===== src/rtl/muldiv_unit_if.sv =====
// Request/result bundle between the pipeline and the iterative mul/div unit.
// master drives start/op/a/b/flush; slave returns busy/done/writes/results.
interface muldiv_unit_if;
  logic        start;
  logic [1:0]  op;
  logic [31:0] a;
  logic [31:0] b;
  logic        flush;
  logic        busy;
  logic        done;
  logic        hiwrite;
  logic        lowrite;
  logic [31:0] hi_out;
  logic [31:0] lo_out;

  modport master (
    output start, op, a, b, flush,
    input  busy, done, hiwrite, lowrite, hi_out, lo_out
  );

  modport slave (
    input  start, op, a, b, flush,
    output busy, done, hiwrite, lowrite, hi_out, lo_out
  );
endinterface


===== src/rtl/muldiv_unit.sv =====
// Iterative 32x32 MULT/MULTU/DIV/DIVU unit, 33-cycle latency, HI/LO writeback.
// Ports: clk, reset (sync, active-high), bus (muldiv_unit_if.slave).
module muldiv_unit (
  input logic          clk,
  input logic          reset,
  muldiv_unit_if.slave bus
);
  typedef enum logic [1:0] {
    IDLE,
    CALC,
    DONE
  } state_t;

  state_t      state;
  logic [5:0]  cnt;
  logic [1:0]  opr;
  logic [31:0] d;
  logic [31:0] hi;
  logic [31:0] lo;
  logic        sa;
  logic        sb;
  logic        bz;
  logic        busy_q;
  logic        done_q;
  logic [31:0] hi_q;
  logic [31:0] lo_q;

  logic        sgn_in;
  logic        is_div;
  logic        sgn;
  logic [32:0] mul_sum;
  logic [32:0] div_sh;
  logic [32:0] div_t;
  logic [31:0] nhi;
  logic [31:0] nlo;
  logic [63:0] prod;
  logic [31:0] rhi;
  logic [31:0] rlo;

  assign sgn_in = ~bus.op[0];
  assign is_div = opr[1];
  assign sgn    = ~opr[0];

  // Multiply: {hi,lo} shifts right, lo holds the multiplier bits.
  // Divide: hi is the partial remainder, lo shifts dividend out and
  // quotient bits in.
  always_comb begin
    mul_sum = {1'b0, hi} + (lo[0] ? {1'b0, d} : 33'd0);
    div_sh  = {hi, lo[31]};
    div_t   = div_sh - {1'b0, d};
    if (is_div) begin
      if (!div_t[32]) begin
        nhi = div_t[31:0];
        nlo = {lo[30:0], 1'b1};
      end else begin
        nhi = div_sh[31:0];
        nlo = {lo[30:0], 1'b0};
      end
    end else begin
      nhi = mul_sum[32:1];
      nlo = {mul_sum[0], lo[31:1]};
    end
    prod = {nhi, nlo};
    if (sgn && (sa ^ sb)) begin
      prod = -prod;
    end
    rhi = prod[63:32];
    rlo = prod[31:0];
    if (is_div) begin
      rlo = (sgn && (sa ^ sb)) ? -nlo : nlo;
      // zero divisor leaves |a| in hi; re-signing restores a
      rhi = (sgn && sa) ? -nhi : nhi;
      if (bz) begin
        rlo = '1;
      end
    end
  end

  always_ff @(posedge clk) begin
    if (reset) begin
      state  <= IDLE;
      cnt    <= '0;
      opr    <= '0;
      d      <= '0;
      hi     <= '0;
      lo     <= '0;
      sa     <= 1'b0;
      sb     <= 1'b0;
      bz     <= 1'b0;
      busy_q <= 1'b0;
      done_q <= 1'b0;
      hi_q   <= '0;
      lo_q   <= '0;
    end else begin
      unique case (state)
        IDLE: begin
          done_q <= 1'b0;
          if (bus.start && !bus.flush) begin
            state  <= CALC;
            busy_q <= 1'b1;
            cnt    <= '0;
            opr    <= bus.op;
            sa     <= sgn_in & bus.a[31];
            sb     <= sgn_in & bus.b[31];
            bz     <= (bus.b == 32'd0);
            hi     <= '0;
            lo     <= (sgn_in & bus.a[31]) ? -bus.a : bus.a;
            d      <= (sgn_in & bus.b[31]) ? -bus.b : bus.b;
          end
        end
        CALC: begin
          if (bus.flush) begin
            state  <= IDLE;
            busy_q <= 1'b0;
            cnt    <= '0;
          end else begin
            hi  <= nhi;
            lo  <= nlo;
            cnt <= cnt + 6'd1;
            if (cnt == 6'd31) begin
              state  <= DONE;
              cnt    <= '0;
              done_q <= 1'b1;
              hi_q   <= rhi;
              lo_q   <= rlo;
            end
          end
        end
        DONE: begin
          state  <= IDLE;
          busy_q <= 1'b0;
          done_q <= 1'b0;
        end
        default: begin
          state  <= IDLE;
          busy_q <= 1'b0;
          done_q <= 1'b0;
        end
      endcase
    end
  end

  assign bus.busy    = busy_q;
  assign bus.done    = done_q;
  assign bus.hiwrite = done_q;
  assign bus.lowrite = done_q;
  assign bus.hi_out  = hi_q;
  assign bus.lo_out  = lo_q;
endmodule

===== src/flat_wrapper.sv =====
// flat-port wrapper written by rule: the top's interface ports become plain ports
module muldiv_unit_flat 
  (clk, reset, bus_start, bus_op, bus_a, bus_b, bus_flush, bus_busy, bus_done, bus_hiwrite, bus_lowrite, bus_hi_out, bus_lo_out);
  muldiv_unit_if bus_i ();
  input logic clk;
  input logic reset;
  input wire logic [$bits(bus_i.start)-1:0] bus_start;
  input wire logic [$bits(bus_i.op)-1:0] bus_op;
  input wire logic [$bits(bus_i.a)-1:0] bus_a;
  input wire logic [$bits(bus_i.b)-1:0] bus_b;
  input wire logic [$bits(bus_i.flush)-1:0] bus_flush;
  output wire logic [$bits(bus_i.busy)-1:0] bus_busy;
  output wire logic [$bits(bus_i.done)-1:0] bus_done;
  output wire logic [$bits(bus_i.hiwrite)-1:0] bus_hiwrite;
  output wire logic [$bits(bus_i.lowrite)-1:0] bus_lowrite;
  output wire logic [$bits(bus_i.hi_out)-1:0] bus_hi_out;
  output wire logic [$bits(bus_i.lo_out)-1:0] bus_lo_out;
  assign bus_i.start = bus_start;
  assign bus_i.op = bus_op;
  assign bus_i.a = bus_a;
  assign bus_i.b = bus_b;
  assign bus_i.flush = bus_flush;
  assign bus_busy = bus_i.busy;
  assign bus_done = bus_i.done;
  assign bus_hiwrite = bus_i.hiwrite;
  assign bus_lowrite = bus_i.lowrite;
  assign bus_hi_out = bus_i.hi_out;
  assign bus_lo_out = bus_i.lo_out;
  muldiv_unit u_core (.clk(clk), .reset(reset), .bus(bus_i));
endmodule

===== config.mk =====
export PLATFORM = sky130hd
export DESIGN_NAME = muldiv_unit_flat
export DESIGN_NICKNAME = d
export VERILOG_FILES = /design/src/rtl/muldiv_unit_if.sv /design/src/rtl/muldiv_unit.sv /design/src/flat_wrapper.sv
export SDC_FILE = /design/constraint.sdc
export NUM_CORES = 1
export LEC_CHECK = 0
export CAP_MARGIN = 20
export CORE_MARGIN = 5
export CORE_UTILIZATION = 40
export CTS_CLUSTER_SIZE = 25
export DETAILED_ROUTE_END_ITERATION = 10
export MAX_ROUTING_LAYER = met4
export PLACE_DENSITY = 0.66
export SETUP_SLACK_MARGIN = 0.5
export SYNTH_ARGS = -nofsm -noshare
export SYNTH_HDL_FRONTEND = slang
export SYNTH_SLANG_ARGS = --single-unit

===== constraint.sdc =====
create_clock -name clk -period 6.8 [get_ports clk]
set_input_delay 1.02 -clock clk [delete_from_list [all_inputs] [get_ports clk]]
set_output_delay 1.02 -clock clk [all_outputs]
set_load 0.005 [all_outputs]

Word level (Yosys, flattened, before mapping)
Cells that the tools add are included.
{"block": "totals", "ram_bits": 0, "reg_bits": 175, "memories": 0, "latch_bits": 0, "romBits": 0, "inputBits": 70}
{"block": "op_classes", "magnitude_cmp": 0, "n_eq_ne": 6, "n_reduce_logical": 15, "mul": 0, "n_div": 0, "add_sub_neg": 8, "n_shift": 0, "bitwise_logic": 7, "mux": 30}
{"op": "two-way mux 32 bit", "n": 15}
{"op": "negation 32 bit", "n": 4}
{"op": "case mux 32 bit (2 select lines)", "n": 2}
{"op": "two-way mux 64 bit", "n": 1}
{"op": "negation 64 bit", "n": 1}
{"op": "adder 32 x 33 -> 33 bit", "n": 1}
{"op": "subtractor 33 x 32 -> 33 bit", "n": 1}
{"op": "logical NOT 32 bit", "n": 1}
{"op": "two-way mux 6 bit", "n": 3}
{"op": "case mux 6 bit (2 select lines)", "n": 1}
{"op": "AND reduction 2 bit", "n": 5}
{"op": "adder 6 x 1 -> 6 bit, second input constant", "n": 1}
{"op": "equality test 6 x 5 -> 1 bit, second input constant", "n": 1}
{"op": "two-way mux 2 bit", "n": 3}
{"op": "AND reduction 3 bit", "n": 2}
{"op": "inequality test 2 bit, second input constant", "n": 2}
{"op": "NOT 1 bit", "n": 4}
{"op": "case mux 2 bit (2 select lines)", "n": 1}
{"op": "logical AND 1 bit", "n": 3}
{"op": "two-way mux 1 bit", "n": 3}
{"op": "inequality test 3 x 2 -> 1 bit, second input constant", "n": 1}
{"op": "bitwise AND 1 bit", "n": 2}
{"op": "equality test 2 x 1 -> 1 bit, second input constant", "n": 1}
{"op": "logical NOT 2 bit", "n": 1}
{"op": "other kinds (6)", "n": 6}

Depth between registers and ports, before layout
{"block": "depth", "word_depth": 7, "mapped_depth": 23}

Worst setup path after synthesis
OpenSTA, ideal clock, no wires.
{"block": "synth_path", "path_type": "register to register", "from": "register u_core.d[21]", "to": "register u_core.hi_q[28], in the netlist u_core.bus.hi_out[28]", "required_ps": 6714, "stages_incl_launch_ff": 22, "synth_period_minus_slack_ps": 4904, "arrival_ps": 4819, "path_slack_ps": 1896, "path_cell_list": "dfxtp_1 -> inv_1 -> ha_1 -> buf_6 -> a211oi_2 -> o21bai_1 -> a2111o_1 -> a21oi_2 -> a2111oi_2 -> a21oi_1 -> ha_1 -> o21ai_0 -> nor4_1 -> nand2_1 -> nor4_1 -> nand3_1 -> o31ai_1 -> a41oi_1 -> nor4_1 -> a31oi_1 -> xnor2_1 -> a211oi_1"}
{"block": "synth_via", "elab_chain_cells": 6}
{"item": "from (decl)", "line": "muldiv_unit.sv:17", "text": "logic [31:0] d;"}
{"item": "from (signal assigned)", "line": "muldiv_unit.sv:108", "text": "d <= (sgn_in & bus.b[31]) ? -bus.b : bus.b;"}
{"item": "subtractor 33 x 32 -> 33 bit / two-way mux 32 bit (equally long branches)", "line": "muldiv_unit.sv:50, muldiv_unit.sv:48"}
{"item": "two-way mux 1 bit (tied with other cells)", "line": "muldiv_unit.sv:52", "text": "if (!div_t[32]) begin"}
{"item": "two-way mux 32 bit", "line": "muldiv_unit.sv:51", "text": "if (is_div) begin"}
{"item": "negation 64 bit / negation 32 bit (equally long branches)", "line": "muldiv_unit.sv:65, muldiv_unit.sv:72"}
{"item": "two-way mux 64 bit / two-way mux 32 bit (equally long branches)", "line": "muldiv_unit.sv:64, muldiv_unit.sv:72"}
{"item": "two-way mux 32 bit *", "line": "muldiv_unit.sv:69", "text": "if (is_div) begin"}
{"item": "to (signal assigned)", "line": "muldiv_unit.sv:124", "text": "hi_q <= rhi;"}
{"item": "to (decl)", "line": "muldiv_unit.sv:25", "text": "logic [31:0] hi_q;"}
Mark *: on every way between the ends. The rest lies on a longest branch, timed or not.
A chain may end at the register's enable or synchronous reset.

Final worst setup path
{"block": "layout_path", "from": "register u_core.d[17]", "to": "register u_core.hi_q[10], in the netlist u_core.bus.hi_out[10]"}
{"block": "layout_via", "elab_chain_cells": 6}
{"item": "subtractor 33 x 32 -> 33 bit *", "line": "muldiv_unit.sv:50", "text": "div_t = div_sh - {1'b0, d};"}
{"item": "two-way mux 1 bit / two-way mux 32 bit (equally long branches)", "line": "muldiv_unit.sv:52"}
{"item": "two-way mux 32 bit", "line": "muldiv_unit.sv:51"}
{"item": "negation 64 bit / negation 32 bit (equally long branches)", "line": "muldiv_unit.sv:65, muldiv_unit.sv:72"}
{"item": "two-way mux 64 bit / two-way mux 32 bit (equally long branches)", "line": "muldiv_unit.sv:64, muldiv_unit.sv:72"}
{"item": "two-way mux 32 bit *", "line": "muldiv_unit.sv:69"}
Marks and branches as above.

==> flow_summary.json <==
{
  "setup_viol": 0,
  "die-width_um": 202.7,
  "cp-startpoint": "u_core.d[17]",
  "worst_ep_required_time_ps": 7190,
  "wl_um": 52240,
  "worstPathCellList": "inv_1 > ha_1 > a21oi_1 > o21ai_1 > a2111o_1 > a21oi_2 > a2111oi_2 > a21oi_2 > ha_1 > o21ai_0 > nor4_2 > nand2_1 > nor4_1 > nand3_1 > nor2_1 > nand4_1 > a221oi_2 > a21oi_1 > xnor2_1 > nand2_1 > a21oi_1",
  "grt_start_max_net_pins": 76,
  "syn_avg_cell_area_um2": 7.322,
  "final_gp_congestion": 0.9629,
  "end_kind": "register",
  "clk_pin_slew_worst_paths_ps": 90,
  "cts_buffer_depth": 2,
  "min-delay-path-class": "reg -> reg",
  "result_of_the_run": "finished, final reports clean",
  "max_cap_violations": 0,
  "fp-row-count": 70,
  "r2r-end": "u_core.bus.hi_out[10]",
  "finish.net_count": 2223,
  "critical-path-slowest-cell": "sky130_fd_sc_hd__a2111o_1",
  "worstSetupStartpointType": "register",
  "final_layout_size_suffix_gt1_frac": 0.06110,
  "dp_hpwl_um": 40400,
  "rsz_0062_raised_after_global_routing": "false",
  "critical-path-max-stage-delay_ps": 530,
  "floorplan.die.height_um": 202.7,
  "floorplan.die_area_um2": 41100,
  "final_hold_viol_count": 0,
  "finalWorstPathRequiredPeriod_ps": 5650,
  "global_routing_usage_summed_across_all_routing_layers": 0.2517,
  "global_route_wire_length_before_repair_um": 81320,
  "final_critical_path_setup_slack_ps": 1150,
  "netlist-cell-type-count": 95,
  "top_level_ports": 138,
  "cellPowerDensity_nw_per_um2": 167.7,
  "drtIter0Drc": 1359,
  "hold_ws_ps": 458.5,
  "async_flop_share": 0,
  "detailedPlace.worstSlack_ps": 937.9,
  "r2r.worst_path.cells": 21,
  "cpMostUsedCell": "sky130_fd_sc_hd__a21oi_1",
  "htree_num_levels": 4,
  "clk-insertion-delay-late_ps": 460,
  "postCtsHoldBufs": 0,
  "ys.warnings.count": 0,
  "route.vias.total": 15490,
  "placeableCoreArea_um2": 36610,
  "layout.cells.non_filler": 2563,
  "final_max_slew_viol_count": 0,
  "area_growth_pct": 15.24,
  "fin_tns_setup_ps": 0,
  "tritoncts_clock_tree": "built",
  "drc_errors": 0,
  "yosysMostFrequentCell": "sky130_fd_sc_hd__nor2_1",
  "floorplan.initialDensity": 0.4058,
  "timing.slew.headroom": 0.3065,
  "synth-edff-count": 0,
  "arrival_ps": 6040,
  "synth_area_um2": 14860,
  "clock_buffers_created_by_tritoncts": 17,
  "post_drt_wl_per_cell_um": 20.38,
  "setup.worst_path.class": "reg -> reg",
  "clock_sinks": 175,
  "syn-num-nets": 2170,
  "timing.final.crit_share": 0.8309,
  "regToRegStartpoint": "u_core.d[17]",
  "antenna_cells_inserted": 0,
  "cp-endpoint": "u_core.bus.hi_out[10]",
  "ys_seq_area_frac": 0.2358,
  "clock_tree.root_cell": "sky130_fd_sc_hd__clkbuf_16",
  "clock_skews_ps": 23.52,
  "via_count_normalized_by_instance_count": 6.043,
  "syn-instance-count": 2029,
  "place.detailed.instances": 2531,
  "dr.pass1.iters": 6,
  "postRouteAntennaNets": 0,
  "synth-main-ff-cell": "sky130_fd_sc_hd__dfxtp_1",
  "most_area_hungry_cell_type_in_the_yosys_netlist": "sky130_fd_sc_hd__dfxtp_1",
  "vdd_ir_drop_max_mv": 0.1742,
  "synth_largest_type_area_fraction": 0.2358,
  "netlist_top_cells_count": "sky130_fd_sc_hd__nor2_1, sky130_fd_sc_hd__nand2_1, sky130_fd_sc_hd__a21oi_1",
  "globalRouteOverflowTotal": 0,
  "yosys_register_bits": 175,
  "port_buffers": 137,
  "tightest_slew_ps": 1029,
  "antenna_found_initial": 0,
  "max_freq_mhz": 177.0,
  "p_leak_nw": 6.208,
  "worst-path-max-fanout": 7,
  "regToRegSetupSlack_ps": 1150,
  "number_of_global_route_vias_before_repair": 14080,
  "synth.area.top_cells": "sky130_fd_sc_hd__dfxtp_1, sky130_fd_sc_hd__nor2_1, sky130_fd_sc_hd__a21oi_1"
}
## sequential cells by signal (all words and copies together) (netlist names), 2 cells and up
signal             cells
u_core.state           2
u_core.lo             32
u_core.d              32
u_core.bus.hi_out     32
u_core.hi             32
u_core.cnt             6
u_core.opr             2
u_core.bus.lo_out     32
## final cells by class
type	count	area (um^2)
Fill cell	3674	19490
Multi-Input combinational cell	1661	10610
Sequential cell	175	3507
Timing Repair Buffer	162	1580
Tap cell	468	585.6
Clock buffer	17	425.4
Inverter	65	244.0
Clock inverter	15	165.2
## per-stage QoR
step / instance area (um^2) / utilization / power [mW]
floorplan: 14860 / - / 1.616
global placement: 16480 / 0.4500 / 1.850
CTS: 17110 / 0.4672 / 2.865
detailed placement: 16510 / 0.4511 / 1.856
finish: 17120 / 0.4677 / 2.872
global route: 17120 / 0.4677 / 2.991
## how the worst min path moves through the flow
stage	startpoint	to	slack [ps]	depth (start not counted)
global route	u_core.bus.hi_out[8]	u_core.bus.hi_out[8]	490	2
finish	u_core.bus.hi_out[5]	u_core.bus.hi_out[5]	460	2
global placement	u_core.bus.hi_out[5]	u_core.bus.hi_out[5]	440	2
floorplan	u_core.bz	u_core.bz	430	2
detailed placement	u_core.bus.hi_out[8]	u_core.bus.hi_out[8]	450	2
CTS	u_core.bus.hi_out[5]	u_core.bus.hi_out[5]	460	2
## worst max-delay path, delay by kind of cell, from the launching register on
kind | cells | cell delay (ps)
AO/OA/AOI/OAI | 10 | 2670
buffers and inverters | 1 | 60
flip-flops | 1 | 360
XOR/XNOR | 1 | 220
AND/OR/NAND/NOR | 7 | 1720
adder cells (fa/ha/maj) | 2 | 570
## layer usage
metal  track usage  vias to the layer above  share of wire
met5             -                        -              0
met4       0.05480                        0          0.016
met3       0.04137                       61          0.076
met2        0.3578                      587           0.42
met1        0.3739                     7391           0.49
li1              -                     7449              -
## cell families (layout without fill, tap and decap cells)
| group | after synthesis | after routing | share of synthesized area |
|---|---|---|---|
| compound gates | 617 | 617 | 0.2816 |
| fa+ha+maj | 71 | 71 | 0.06081 |
| buf+inv | 193 | 259 | 0.05264 |
| simple gates | 777 | 777 | 0.2488 |
| xor+xnor | 153 | 153 | 0.09020 |
| mux | 43 | 43 | 0.03015 |
| flops | 175 | 175 | 0.2358 |
## report_power, final
group / leakage [nW] / internal [mW] / switching (mW)
Clock: 0.290 / 0.495 / 0.524
Combinational: 4.50 / 0.279 / 0.480
Sequential: 1.42 / 1.05 / 0.0396
## cell usage in the layout (no fill, tap or decap), types with 7 or more instances in the layout
master                            instances
sky130_fd_sc_hd__a311oi_1                10
sky130_fd_sc_hd__a21o_1                  25
sky130_fd_sc_hd__mux2_2                  10
sky130_fd_sc_hd__clkbuf_16               17
sky130_fd_sc_hd__o211ai_1                38
sky130_fd_sc_hd__o21bai_1                15
sky130_fd_sc_hd__dfxtp_1                174
sky130_fd_sc_hd__a211oi_1                98
sky130_fd_sc_hd__buf_4                   24
sky130_fd_sc_hd__clkdlybuf4s50_1        136
sky130_fd_sc_hd__nor2b_1                 12
sky130_fd_sc_hd__a2111oi_0                7
sky130_fd_sc_hd__nand2_1                210
sky130_fd_sc_hd__nor2_1                 255
sky130_fd_sc_hd__a31oi_1                 39
sky130_fd_sc_hd__nand4_1                 21
sky130_fd_sc_hd__o21ai_1                  7
sky130_fd_sc_hd__o21ai_0                 86
sky130_fd_sc_hd__inv_1                   64
sky130_fd_sc_hd__xor2_1                  78
sky130_fd_sc_hd__nor3b_1                 14
sky130_fd_sc_hd__nand3_1                 43
sky130_fd_sc_hd__a21oi_1                175
sky130_fd_sc_hd__and3_1                  17
sky130_fd_sc_hd__and2_1                  41
sky130_fd_sc_hd__nor4_1                  22
sky130_fd_sc_hd__ha_1                    69
sky130_fd_sc_hd__xnor2_1                 75
sky130_fd_sc_hd__nand2b_1                16
sky130_fd_sc_hd__o21a_1                  14
sky130_fd_sc_hd__or3_1                   26
sky130_fd_sc_hd__nor3_1                  54
sky130_fd_sc_hd__or2_2                    7
sky130_fd_sc_hd__o31ai_1                 13
sky130_fd_sc_hd__mux2i_1                 32
sky130_fd_sc_hd__o41ai_1                  8
## repair_timing
| item | 4_1_cts | 5_1_grt |
|---|---|---|
| setup buffers | 0 | 0 |
| endpoints found under the setup margin | 0 | 7 |
| resized for setup | 0 | 3 |
No activity file was read; power rests on OpenSTA's default activity.
